`config.mk`:
```
export PLATFORM = sky130hd
export DESIGN_NAME = mips_multicycle_ctrl_flat
export DESIGN_NICKNAME = d
export VERILOG_FILES = /design/src/rtl/mips_pkg.sv /design/src/rtl/mips_multicycle_ctrl_if.sv /design/src/rtl/mips_mc_output_decode.sv /design/src/rtl/mips_multicycle_ctrl.sv /design/src/flat_wrapper.sv
export SDC_FILE = /design/constraint.sdc
export NUM_CORES = 1
export LEC_CHECK = 0
export CAP_MARGIN = 20
export CELL_PAD_IN_SITES_DETAIL_PLACEMENT = 1
export CELL_PAD_IN_SITES_GLOBAL_PLACEMENT = 1
export CORE_MARGIN = 5
export CORE_UTILIZATION = 25
export CTS_CLUSTER_DIAMETER = 60
export DETAILED_ROUTE_END_ITERATION = 16
export GPL_ROUTABILITY_DRIVEN = 0
export PLACE_DENSITY_LB_ADDON = 0.15
export SLEW_MARGIN = 0
export SYNTH_ARGS = -nofsm -noshare
export SYNTH_HDL_FRONTEND = slang
export SYNTH_SLANG_ARGS = --single-unit
```
`constraint.sdc`:
```
create_clock -name CLK -period 3.51 [get_ports CLK]
set_input_delay 1.053 -clock CLK [delete_from_list [all_inputs] [get_ports CLK]]
set_output_delay 1.053 -clock CLK [all_outputs]
set_load 0.03 [all_outputs]
```
`src/rtl/mips_pkg.sv`:
```
// Shared encodings for the multicycle MIPS control path: opcodes, ALUOp codes,
// FSM state codes, mux selects and the bundled control-word struct.
package mips_pkg;

  localparam int OP_BITS    = 6;
  localparam int STATE_BITS = 4;

  localparam logic [OP_BITS-1:0] OP_LW    = 6'b100011;
  localparam logic [OP_BITS-1:0] OP_SW    = 6'b101011;
  localparam logic [OP_BITS-1:0] OP_RTYPE = 6'b000000;
  localparam logic [OP_BITS-1:0] OP_BEQ   = 6'b000100;
  localparam logic [OP_BITS-1:0] OP_ADDI  = 6'b001000;
  localparam logic [OP_BITS-1:0] OP_J     = 6'b000010;

  localparam logic [1:0] ALUOP_ADD   = 2'b00;
  localparam logic [1:0] ALUOP_SUB   = 2'b01;
  localparam logic [1:0] ALUOP_FUNCT = 2'b10;

  localparam logic [STATE_BITS-1:0] S_FETCH  = 4'd0;
  localparam logic [STATE_BITS-1:0] S_DECODE = 4'd1;
  localparam logic [STATE_BITS-1:0] S_MEMADR = 4'd2;
  localparam logic [STATE_BITS-1:0] S_MEMRD  = 4'd3;
  localparam logic [STATE_BITS-1:0] S_MEMWB  = 4'd4;
  localparam logic [STATE_BITS-1:0] S_MEMWR  = 4'd5;
  localparam logic [STATE_BITS-1:0] S_EXEC   = 4'd6;
  localparam logic [STATE_BITS-1:0] S_ALUWB  = 4'd7;
  localparam logic [STATE_BITS-1:0] S_BRANCH = 4'd8;
  localparam logic [STATE_BITS-1:0] S_ADDIEX = 4'd9;
  localparam logic [STATE_BITS-1:0] S_ADDIWB = 4'd10;
  localparam logic [STATE_BITS-1:0] S_JUMP   = 4'd11;

  localparam logic [1:0] SRCB_B     = 2'b00;
  localparam logic [1:0] SRCB_FOUR  = 2'b01;
  localparam logic [1:0] SRCB_IMM   = 2'b10;
  localparam logic [1:0] SRCB_IMMSH = 2'b11;

  localparam logic [1:0] PCSRC_ALU    = 2'b00;
  localparam logic [1:0] PCSRC_ALUOUT = 2'b01;
  localparam logic [1:0] PCSRC_JUMP   = 2'b10;

  typedef struct packed {
    logic       mem_req;
    logic       mem_write;
    logic       ir_write;
    logic       pc_write;
    logic       branch;
    logic       iord;
    logic       reg_write;
    logic       reg_dst;
    logic       mem_to_reg;
    logic       alu_src_a;
    logic [1:0] alu_src_b;
    logic [1:0] alu_op;
    logic [1:0] pc_src;
  } ctrl_t;

  function automatic logic is_legal_op(input logic [OP_BITS-1:0] op);
    return (op == OP_LW) || (op == OP_SW) || (op == OP_RTYPE) ||
           (op == OP_BEQ) || (op == OP_ADDI) || (op == OP_J);
  endfunction

endpackage

```
`src/rtl/mips_multicycle_ctrl_if.sv`:
```
// Controller <-> datapath/memory bundle. RetireCount exists only when
// MIPS_MC_PERF_EN is defined.
interface mips_multicycle_ctrl_if #(
  parameter int OP_W    = 6,
  parameter int STATE_W = 4
);
  // Memory handshake: MemReq (and MemWrite) stay high every cycle until the
  // cycle in which MemReady=1; that cycle completes the access.
  logic [OP_W-1:0]    Op;
  logic               MemReady;
  logic               MemReq;
  logic               MemWrite;
  logic               IRWrite;
  logic               PCWrite;
  logic               Branch;
  logic               IorD;
  logic               RegWrite;
  logic               RegDst;
  logic               MemtoReg;
  logic               ALUSrcA;
  logic [1:0]         ALUSrcB;
  logic [1:0]         ALUOp;
  logic [1:0]         PCSrc;
  logic               IllegalOp;
  logic [STATE_W-1:0] State;
`ifdef MIPS_MC_PERF_EN
  logic [31:0]        RetireCount;
`endif

  modport master (
    input  Op, MemReady,
    output MemReq, MemWrite, IRWrite, PCWrite, Branch, IorD, RegWrite, RegDst,
           MemtoReg, ALUSrcA, ALUSrcB, ALUOp, PCSrc, IllegalOp, State
`ifdef MIPS_MC_PERF_EN
    , output RetireCount
`endif
  );

  modport slave (
    output Op, MemReady,
    input  MemReq, MemWrite, IRWrite, PCWrite, Branch, IorD, RegWrite, RegDst,
           MemtoReg, ALUSrcA, ALUSrcB, ALUOp, PCSrc, IllegalOp, State
`ifdef MIPS_MC_PERF_EN
    , input RetireCount
`endif
  );
endinterface

```
`src/rtl/mips_mc_output_decode.sv`:
```
// Pure state decode of the datapath control word; FETCH qualifies its
// IR/PC loads with MemReady so they fire only when the fetch completes.
module mips_mc_output_decode
  import mips_pkg::*;
(
  input  logic [STATE_BITS-1:0] state_i,
  input  logic                  mem_ready_i,
  output ctrl_t                 ctrl_o
);

  always_comb begin
    ctrl_o = '0;
    case (state_i)
      S_FETCH: begin
        ctrl_o.mem_req   = 1'b1;
        ctrl_o.alu_src_b = SRCB_FOUR;
        ctrl_o.alu_op    = ALUOP_ADD;
        ctrl_o.pc_src    = PCSRC_ALU;
        ctrl_o.ir_write  = mem_ready_i;
        ctrl_o.pc_write  = mem_ready_i;
      end
      S_DECODE: begin
        ctrl_o.alu_src_b = SRCB_IMMSH;
        ctrl_o.alu_op    = ALUOP_ADD;
      end
      S_MEMADR, S_ADDIEX: begin
        ctrl_o.alu_src_a = 1'b1;
        ctrl_o.alu_src_b = SRCB_IMM;
        ctrl_o.alu_op    = ALUOP_ADD;
      end
      S_MEMRD: begin
        ctrl_o.mem_req = 1'b1;
        ctrl_o.iord    = 1'b1;
      end
      S_MEMWB: begin
        ctrl_o.reg_write  = 1'b1;
        ctrl_o.mem_to_reg = 1'b1;
      end
      S_MEMWR: begin
        ctrl_o.mem_req   = 1'b1;
        ctrl_o.mem_write = 1'b1;
        ctrl_o.iord      = 1'b1;
      end
      S_EXEC: begin
        ctrl_o.alu_src_a = 1'b1;
        ctrl_o.alu_src_b = SRCB_B;
        ctrl_o.alu_op    = ALUOP_FUNCT;
      end
      S_ALUWB: begin
        ctrl_o.reg_write = 1'b1;
        ctrl_o.reg_dst   = 1'b1;
      end
      S_BRANCH: begin
        ctrl_o.alu_src_a = 1'b1;
        ctrl_o.alu_src_b = SRCB_B;
        ctrl_o.alu_op    = ALUOP_SUB;
        ctrl_o.pc_src    = PCSRC_ALUOUT;
        ctrl_o.branch    = 1'b1;
      end
      S_ADDIWB: begin
        ctrl_o.reg_write = 1'b1;
      end
      S_JUMP: begin
        ctrl_o.pc_src   = PCSRC_JUMP;
        ctrl_o.pc_write = 1'b1;
      end
      default: ;
    endcase
  end

endmodule

```
`src/rtl/mips_multicycle_ctrl.sv`:
```
// Main control FSM of the multicycle MIPS: state register, next-state logic and
// reset gating of strobes. Define MIPS_MC_PERF_EN to add RetireCount.
module mips_multicycle_ctrl
  import mips_pkg::*;
#(
  parameter int OP_W    = 6,
  parameter int STATE_W = 4
) (
  input  logic                  CLK,
  input  logic                  RST,
  mips_multicycle_ctrl_if.master bus
);

  logic [STATE_W-1:0] state_q, state_d;
  logic [OP_W-1:0]    op;
  logic               mem_ready;
  logic               illegal;
  logic               retire;
  ctrl_t              dec;

  assign op        = bus.Op;
  assign mem_ready = bus.MemReady;

  mips_mc_output_decode u_dec (
    .state_i     (state_q),
    .mem_ready_i (mem_ready),
    .ctrl_o      (dec)
  );

  assign illegal = (state_q == S_DECODE) && !is_legal_op(op);

  always_comb begin
    state_d = S_FETCH;
    case (state_q)
      S_FETCH:  state_d = mem_ready ? S_DECODE : S_FETCH;
      S_DECODE: begin
        case (op)
          OP_LW, OP_SW: state_d = S_MEMADR;
          OP_RTYPE:     state_d = S_EXEC;
          OP_BEQ:       state_d = S_BRANCH;
          OP_ADDI:      state_d = S_ADDIEX;
          OP_J:         state_d = S_JUMP;
          default:      state_d = S_FETCH;
        endcase
      end
      S_MEMADR: state_d = (op == OP_LW) ? S_MEMRD : S_MEMWR;
      S_MEMRD:  state_d = mem_ready ? S_MEMWB : S_MEMRD;
      S_MEMWR:  state_d = mem_ready ? S_FETCH : S_MEMWR;
      S_EXEC:   state_d = S_ALUWB;
      S_ADDIEX: state_d = S_ADDIWB;
      default:  state_d = S_FETCH;
    endcase
  end

  always_ff @(posedge CLK) begin
    if (RST) state_q <= S_FETCH;
    else     state_q <= state_d;
  end

  // Last step of every legal instruction; illegal-op returns are excluded.
  assign retire = (state_q == S_MEMWB) || (state_q == S_ALUWB) ||
                  (state_q == S_BRANCH) || (state_q == S_ADDIWB) ||
                  (state_q == S_JUMP) || ((state_q == S_MEMWR) && mem_ready);

`ifdef MIPS_MC_PERF_EN
  logic [31:0] retire_q;

  always_ff @(posedge CLK) begin
    if (RST)         retire_q <= '0;
    else if (retire) retire_q <= retire_q + 32'd1;
  end

  assign bus.RetireCount = retire_q;
`else
  logic unused_retire;
  assign unused_retire = retire;
`endif

  // Strobes are forced low in reset so an abandoned instruction writes nothing.
  assign bus.MemReq    = dec.mem_req   & ~RST;
  assign bus.MemWrite  = dec.mem_write & ~RST;
  assign bus.IRWrite   = dec.ir_write  & ~RST;
  assign bus.PCWrite   = dec.pc_write  & ~RST;
  assign bus.Branch    = dec.branch    & ~RST;
  assign bus.RegWrite  = dec.reg_write & ~RST;
  assign bus.IllegalOp = illegal       & ~RST;
  assign bus.IorD      = dec.iord;
  assign bus.RegDst    = dec.reg_dst;
  assign bus.MemtoReg  = dec.mem_to_reg;
  assign bus.ALUSrcA   = dec.alu_src_a;
  assign bus.ALUSrcB   = dec.alu_src_b;
  assign bus.ALUOp     = dec.alu_op;
  assign bus.PCSrc     = dec.pc_src;
  assign bus.State     = state_q;

endmodule
```
`src/flat_wrapper.sv`:
```
// flat-port wrapper written by rule: the top's interface ports become plain ports
module mips_multicycle_ctrl_flat import mips_pkg::*;
#(
  parameter int OP_W    = 6,
  parameter int STATE_W = 4
)
  (CLK, RST, bus_Op, bus_MemReady, bus_MemReq, bus_MemWrite, bus_IRWrite, bus_PCWrite, bus_Branch, bus_IorD, bus_RegWrite, bus_RegDst, bus_MemtoReg, bus_ALUSrcA, bus_ALUSrcB, bus_ALUOp, bus_PCSrc, bus_IllegalOp, bus_State);
  mips_multicycle_ctrl_if #(.OP_W(OP_W), .STATE_W(STATE_W)) bus_i ();
  input  logic CLK;
  input  logic RST;
  input wire logic [$bits(bus_i.Op)-1:0] bus_Op;
  input wire logic [$bits(bus_i.MemReady)-1:0] bus_MemReady;
  output wire logic [$bits(bus_i.MemReq)-1:0] bus_MemReq;
  output wire logic [$bits(bus_i.MemWrite)-1:0] bus_MemWrite;
  output wire logic [$bits(bus_i.IRWrite)-1:0] bus_IRWrite;
  output wire logic [$bits(bus_i.PCWrite)-1:0] bus_PCWrite;
  output wire logic [$bits(bus_i.Branch)-1:0] bus_Branch;
  output wire logic [$bits(bus_i.IorD)-1:0] bus_IorD;
  output wire logic [$bits(bus_i.RegWrite)-1:0] bus_RegWrite;
  output wire logic [$bits(bus_i.RegDst)-1:0] bus_RegDst;
  output wire logic [$bits(bus_i.MemtoReg)-1:0] bus_MemtoReg;
  output wire logic [$bits(bus_i.ALUSrcA)-1:0] bus_ALUSrcA;
  output wire logic [$bits(bus_i.ALUSrcB)-1:0] bus_ALUSrcB;
  output wire logic [$bits(bus_i.ALUOp)-1:0] bus_ALUOp;
  output wire logic [$bits(bus_i.PCSrc)-1:0] bus_PCSrc;
  output wire logic [$bits(bus_i.IllegalOp)-1:0] bus_IllegalOp;
  output wire logic [$bits(bus_i.State)-1:0] bus_State;
  assign bus_i.Op = bus_Op;
  assign bus_i.MemReady = bus_MemReady;
  assign bus_MemReq = bus_i.MemReq;
  assign bus_MemWrite = bus_i.MemWrite;
  assign bus_IRWrite = bus_i.IRWrite;
  assign bus_PCWrite = bus_i.PCWrite;
  assign bus_Branch = bus_i.Branch;
  assign bus_IorD = bus_i.IorD;
  assign bus_RegWrite = bus_i.RegWrite;
  assign bus_RegDst = bus_i.RegDst;
  assign bus_MemtoReg = bus_i.MemtoReg;
  assign bus_ALUSrcA = bus_i.ALUSrcA;
  assign bus_ALUSrcB = bus_i.ALUSrcB;
  assign bus_ALUOp = bus_i.ALUOp;
  assign bus_PCSrc = bus_i.PCSrc;
  assign bus_IllegalOp = bus_i.IllegalOp;
  assign bus_State = bus_i.State;
  mips_multicycle_ctrl #(.OP_W(OP_W), .STATE_W(STATE_W)) u_core (.CLK(CLK), .RST(RST), .bus(bus_i));
endmodule
```
==> results by group, run 1 <==
Pwr
  – Cell Pwr Density: 189 mW/mm^2
  – Comb power frac: 39.7%
  – Net Sw Frac: 34.7%
  – Pint: 120 uW
  – Overall power: 184 uW
  – Clock Power Share: between 30% and 40%
  – Flop pwr share: 26.9%
  – P_sw: 63.9 uW
  – Maximum vdd drop: around 180 uV
  – LEAKAGE: 0.368 nW

Final layout
  – ANT cells: 0
  – Layout area overhead: 69.9%
  – Final core area utilization: 44.1%
  – Max reg flops: 4
  – Final instance area: about 980 um^2
  – Nets: 134
  – Layout cells sized above 1: 25.2%

Placement
  – Buffers on Ports: 29
  – Post-DP Area: 940 um^2
  – DP Wirelength: 1.65 mm

STA
  – RSZ-0062 raised after global routing: no
  – Setup Skew: 0.00631 ns
  – Endpoints failing setup: 0
  – Max_slew headroom: between 50 and 60%
  – Fmax: roughly 290 MHz
  – Fin. Hold Viols: 0
  – Period utilization: between 90% and 100%
  – Fin crit period: approximately 3.4 ns
  – Count of pins over their slew limit: 0
  – Worst Max-Slew Pin Slew: 0.604 ns

Clocking
  – Clock sink count: 4
  – Clock Latency Late Sink: approximately 0.25 ns
  – Clk root buf: clkbuf_4
  – Number of buffers on the longest clock path: 2
  – CTS tree: done
  – Cts bufs inserted: 3
  – H-tree levels: 1
  – Clk pin slew, worst setup/hold paths: 0.04 ns

Synth
  – #FFs+latches synth: 4
  – Synth Instances: 85
  – Post-synth top area share: between 10% and 20%
  – Dominant cell type by area after synthesis: dfxtp_1
  – Number of synthesized flops with an enable pin: 0
  – Synthesized area: 574 um^2
  – Async set-reset flop share out of synthesis: 0%
  – Mean Syn Cell Area: 6.76 um^2
  – Synth Flop Type: dfxtp_1
  – Top cells by area, synth: dfxtp_1 (14%), nor3_1 (9.6%), a21oi_1 (8.7%)
  – Seq/Total Area, Yosys: approximately 14%
  – Yosys warning count: 0
  – Synth Net Count: 94
  – Post-synthesis cell type count: 34

Global routing
  – GRT Total Usage: approximately 14%
  – First-pass GRT wire length: approximately 3.7 mm
  – Initial antenna violation count: 0
  – Overflow after GRT: 0
  – Vias in the first global route: 787
  – Largest net degree at the start of global routing: 20

Drt
  – Residual DRC: 0
  – Metal-1 WL: 873 um
  – DR iter-0 viols: 8
  – WL final: between 2 and 2.5 mm
  – Via/cell ratio: between 5 and 6
  – DR WL/cell: 14.0 um
  – 1st-pass router iterations: 2
  – DR WL met3: 110 um
  – WL met2: 1.11 mm
  – Top Metal Used: met4
  – DRT antenna net count: 0
  – Via count of the routed design: between 700 and 800

Worst setup path
  – Worst setup EP type: output port
  – CP max FO: 2
  – Setup crit end: bus_PCWrite
  – CP startpoint kind: input pin
  – CP top delay family: simple AND/OR/NAND/NOR gates
  – R2r endpoint: u_core.bus.State[1]
  – FF-to-FF Start: u_core.bus.State[0]
  – Worst setup startpoint: RST
  – Crit-path cells: dlygate4sd2_1, buf_4, or4b_4, nor3_4, or2_4, buf_6
  – Buf/Inv on CP: 3
  – Critical path's slowest cell: or4b_4
  – Worst endpoint data arrival time: 2.37 ns
  – Critical Path Max Stage Delay: approximately 0.49 ns
  – Worst R2R Path Depth: 5
  – Setup slack, reg-to-reg: 2.03 ns
  – Setup Crit Path Kind: in2out
  – Data required, critical path: about 2.5 ns
  – Critical Path Stages: 6

Floorplanning
  – Row count: 17
  – Top-Level Pins: 30
  – Die Span Y: 57.9 um
  – Die area: 0.00336 mm^2
  – Core area: 0.00221 mm^2
  – Die Wd: between 50 and 60 um
  – Initial Utilization: around a quarter

Run status
  – Status: completed

Run
  – Max-Cap Viols: 0

Hold path
  – Worst min path class: reg2reg
cell type report:
class | count | area [um^2]
fillers | 288 | 1240
multi-input cells | 69 | 438
repair buffers | 44 | 389
flip-flops and latches | 4 | 80.1
well taps | 28 | 35.0
clock buffers | 3 | 22.5
inverters | 3 | 11.3
cell usage after synthesis (2+ instances only):
| cell type | instances |
|---|---|
| clkbuf_1 | 3 |
| nand4_1 | 2 |
| nand3b_1 | 2 |
| nand3_1 | 4 |
| nor4_1 | 4 |
| buf_1 | 2 |
| nor2_1 | 6 |
| a21oi_1 | 10 |
| dfxtp_1 | 4 |
| xor2_1 | 2 |
| o41ai_1 | 2 |
| buf_6 | 3 |
| nor3_1 | 11 |
| o21ai_0 | 3 |
| nand2_1 | 5 |
| inv_1 | 3 |
| nand2b_1 | 2 |
tightest hold or removal path, stage by stage, from the launching register on:
cell and delay [ns]:
dfxtp_1 0.38, nand3b_1 0.13, a21oi_1 0.04
worst min-delay path by stage:
stage	startpoint	end	depth (start not counted)
2_1_floorplan	u_core.bus.State[3]	u_core.bus.State[1]	3
3_3_place_gp	u_core.bus.State[0]	u_core.bus.State[3]	2
3_5_place_dp	u_core.bus.State[0]	u_core.bus.State[3]	2
4_1_cts	u_core.bus.State[0]	u_core.bus.State[3]	2
5_1_grt	u_core.bus.State[0]	u_core.bus.State[3]	2
6_report	u_core.bus.State[0]	u_core.bus.State[3]	2
power by group through the flow:
stage	sequential, mW	clock (mW)	combinational, mW
after floorplan	0.0511	0	0.0353
after global placement	0.0503	0	0.0716
after detailed placement	0.0504	0	0.0727
after CTS	0.0496	0.0656	0.0738
after global routing	0.0499	0.0707	0.0790
final	0.0495	0.0616	0.0730
routing by layer:
layer  vias to the layer above  global-route usage, %
met4                         0                   3.97
met5                         -                      0
met2                        18                   25.3
met1                       370                   15.5
li1                        391                      -
met3                         3                   4.01
layout by cell type (no fill, tap or decap), drive strengths merged, types with 2 or more instances in the layout:
master / instances
buf: 22
clkdlybuf4s50: 16
nor3: 12
a21oi: 10
nor2: 6
dlygate4sd2: 6
nand2: 5
nor4: 4
nand3: 4
dfxtp: 4
inv: 3
o21ai: 3
clkbuf: 3
nand2b: 3
nand4: 2
xor2: 2
o41ai: 2
nand3b: 2
logic make-up after synthesis:
| kind of cell | count (synthesis) | synth area share (%) |
|---|---|---|
| AO/OA/AOI/OAI | 22 | 26.1 |
| XOR/XNOR | 3 | 4.58 |
| buffers and inverters | 12 | 12.0 |
| flip-flops | 4 | 13.9 |
| AND/OR/NAND/NOR | 44 | 43.4 |
through the flow:
| stage | hold slack [ns] | instances | setup TNS [ns] | setup slack (ns) |
|---|---|---|---|---|
| finish | 0.591 | 151 | 0 | 0.0843 |
| global route | 0.659 | 151 | 0 | 0.00131 |
| CTS | 0.607 | 151 | 0 | 0.0800 |
| floorplan | 0.823 | 85 | 0 | 0.0379 |
| detailed placement | 0.605 | 148 | -0.753 | -0.576 |
| global placement | 0.596 | 148 | -0.698 | -0.569 |
repair_timing:
action	CTS	global route
hold buffers	0	0
endpoints found under the setup margin	3	0
setup buffers	0	0
resized for setup	18	0
Note: power is estimated with default switching activity, not from simulation.
==> run 2: changes to the inputs <==
--- a/config.mk
+++ b/config.mk
@@ -9,4 +9,5 @@
 export CELL_PAD_IN_SITES_DETAIL_PLACEMENT = 1
 export CELL_PAD_IN_SITES_GLOBAL_PLACEMENT = 1
+export CORE_ASPECT_RATIO = 1.25
 export CORE_MARGIN = 5
 export CORE_UTILIZATION = 25
@@ -14,4 +15,5 @@
 export DETAILED_ROUTE_END_ITERATION = 16
 export GPL_ROUTABILITY_DRIVEN = 0
+export MAX_ROUTING_LAYER = met4
 export PLACE_DENSITY_LB_ADDON = 0.15
 export SLEW_MARGIN = 0
==> constraint.sdc (replaced) <==
create_clock -name CLK -period 3.51 [get_ports CLK]
set_input_delay 1.053 -clock CLK [delete_from_list [all_inputs] [get_ports CLK]]
set_output_delay 1.053 -clock CLK [all_outputs]
set_load 0.1 [all_outputs]
==> results by group, run 2 (synthesis gave the netlist of run 1 again) <==
Run status
  – Status: completed

Floorplanning
  – Top-Level Pins: 30
  – Die Span Y: about 64 um
  – Core area: 0.00221 mm^2
  – Die area: 0.00336 mm^2
  – Row count: 19
  – Die Wd: 52.9 um
  – Initial Utilization: about a quarter

STA
  – Count of pins over their slew limit: 0
  – Max_slew headroom: 49.6%
  – Worst Max-Slew Pin Slew: ~0.76 ns
  – Period utilization: 98.6%
  – Fin. Hold Viols: 0
  – RSZ-0062 raised after global routing: no
  – Worst hold margin: 0.825 ns
  – Setup TNS: 0 ns
  – Endpoints failing setup: 0
  – Setup Skew: 0.000866 ns
  – Fmax: 289 MHz
  – Fin crit period: 3.46 ns

Final layout
  – Nets: between 100 and 150
  – Leading cell type in the layout, fill and taps excluded: buf_4
  – ANT cells: 0
  – Most frequent cells in the layout: buf_4 (24), a21oi_1 (9), buf_12 (7)
  – Layout cells sized above 1: about 45%
  – Max reg flops: 4
  – Layout area overhead: 85.2%
  – Fillers: around 270
  – Final instance area: 0.00106 mm^2

Worst setup path
  – Setup Crit Path Kind: in2out
  – Data required, critical path: 2.46 ns
  – CP max FO: 2
  – R2r endpoint: u_core.bus.State[2]
  – Worst setup EP type: output port
  – FF-to-FF Start: u_core.bus.State[1]
  – Worst R2R Path Depth: 4
  – Worst setup startpoint: bus_Op[5]
  – CP startpoint kind: input pin
  – Setup slack, reg-to-reg: 1.64 ns
  – Worst endpoint data arrival time: 2.41 ns

Drt
  – Via/cell ratio: 5.28
  – Residual DRC: 0
  – DR iter-0 viols: 2
  – DR WL/cell: 14.6 um
  – DRT antenna net count: 0
  – 1st-pass router iterations: 4
  – WL final: roughly 2.2 mm
  – Via count of the routed design: 787

Hold path
  – Hold path startpoint: u_core.bus.State[0]
  – Worst min path class: reg2reg
  – Hold path depth: 2
  – Worst Hold Path EP: u_core.bus.State[3]

Global routing
  – Vias in the first global route: about 800
  – Largest net degree at the start of global routing: 20
  – Overflow after GRT: 0
  – GRT Total Usage: 14.5%
  – Initial antenna violation count: 0
  – First-pass GRT wire length: 3.62 mm

Run
  – Max-Cap Viols: 0

Pwr
  – Maximum vdd drop: 93.8 uV
  – LEAKAGE: approximately 0.40 nW
  – Cell Pwr Density: 203 mW/mm^2

Clocking
  – Cts bufs inserted: 3
  – Clk root buf: clkbuf_4
  – H-tree levels: 1
  – CTS Hold Bufs: 0
  – Number of buffers on the longest clock path: 2
  – Clock Latency Late Sink: 0.23 ns
  – CTS tree: done
  – Clk pin slew, worst setup/hold paths: 0.03 ns
  – Clock sink count: 4

Placement
  – Buffers on Ports: 29
  – Post-DP Area: 0.00104 mm^2
  – DP Wirelength: 1.73 mm
run 2: cell count changes in the layout (fill, tap and decap cells not counted), moves of 2 or more:
cell,delta
nor3_2,+5
clkdlybuf4s50_1,-14
nor3_4,+2
nor3_1,-7
buf_4,+5
nor2_4,+2
buf_12,+7
nor2_1,-2
buf_6,-3
run 2: repair_timing:
| action | in CTS | in global routing |
|---|---|---|
| gates resized for setup | 7 | 0 |
| endpoints found under the hold margin | 0 | 0 |
| endpoints found under the setup margin | 3 | 0 |
| buffers inserted | 0 | 0 |
run 2: layer usage:
metal / wire, um / track usage (%)
met1: 878 / 15.1
met3: 77 / 2.12
met5: 0 / -
met4: 48 / 7.99
met2: 1170 / 25.0
run 2: final cells by class:
class / count / area, um^2 / share of cell area, %
flip-flops and latches: 4 / 80.1 / 7.53
well taps: 31 / 38.8 / 3.65
inverters: 3 / 11.3 / 1.06
multi-input cells: 69 / 518 / 48.7
repair buffers: 39 / 393 / 36.9
clock buffers: 3 / 22.5 / 2.12
run 2: worst max-delay path by stage:
| stage | cells past startpoint | to | slack (ns) |
|---|---|---|---|
| 6_report | 5 | bus_IllegalOp | 0.05 |
| 5_1_grt | 5 | bus_IllegalOp | 0.009 |
| 4_1_cts | 5 | bus_IllegalOp | 0.04 |
| 3_5_place_dp | 5 | bus_IllegalOp | -0.20 |
| 3_3_place_gp | 5 | bus_IllegalOp | -0.19 |
| 2_1_floorplan | 4 | bus_MemWrite | -0.61 |
run 2: through the flow:
step           util (%)  power, mW  std cells  setup WS [ns]
3_5_place_dp       47.2      0.163        146         -0.196
2_1_floorplan         -      0.124         85         -0.608
5_1_grt            48.1      0.225        149        0.00874
3_3_place_gp       47.2      0.161        146         -0.190
4_1_cts            48.1      0.219        149         0.0378
6_report           48.1      0.216        149         0.0490
run 2: critical path, stage by stage:
cell and delay [ns]:
dlygate4sd2_1 0.24, or4_1 0.51, a211o_1 0.27, and3_4 0.18, buf_12 0.16
run 2: report_power, final:
| group | leakage, nW | total (mW) | switching, mW | internal [mW] |
|---|---|---|---|---|
| registers | 0.0325 | 0.0531 | 0.00627 | 0.0468 |
| clock network | 0.0138 | 0.0559 | 0.0177 | 0.0381 |
| logic | 0.356 | 0.107 | 0.0683 | 0.0387 |
| total | 0.402 | 0.216 | 0.0923 | 0.124 |
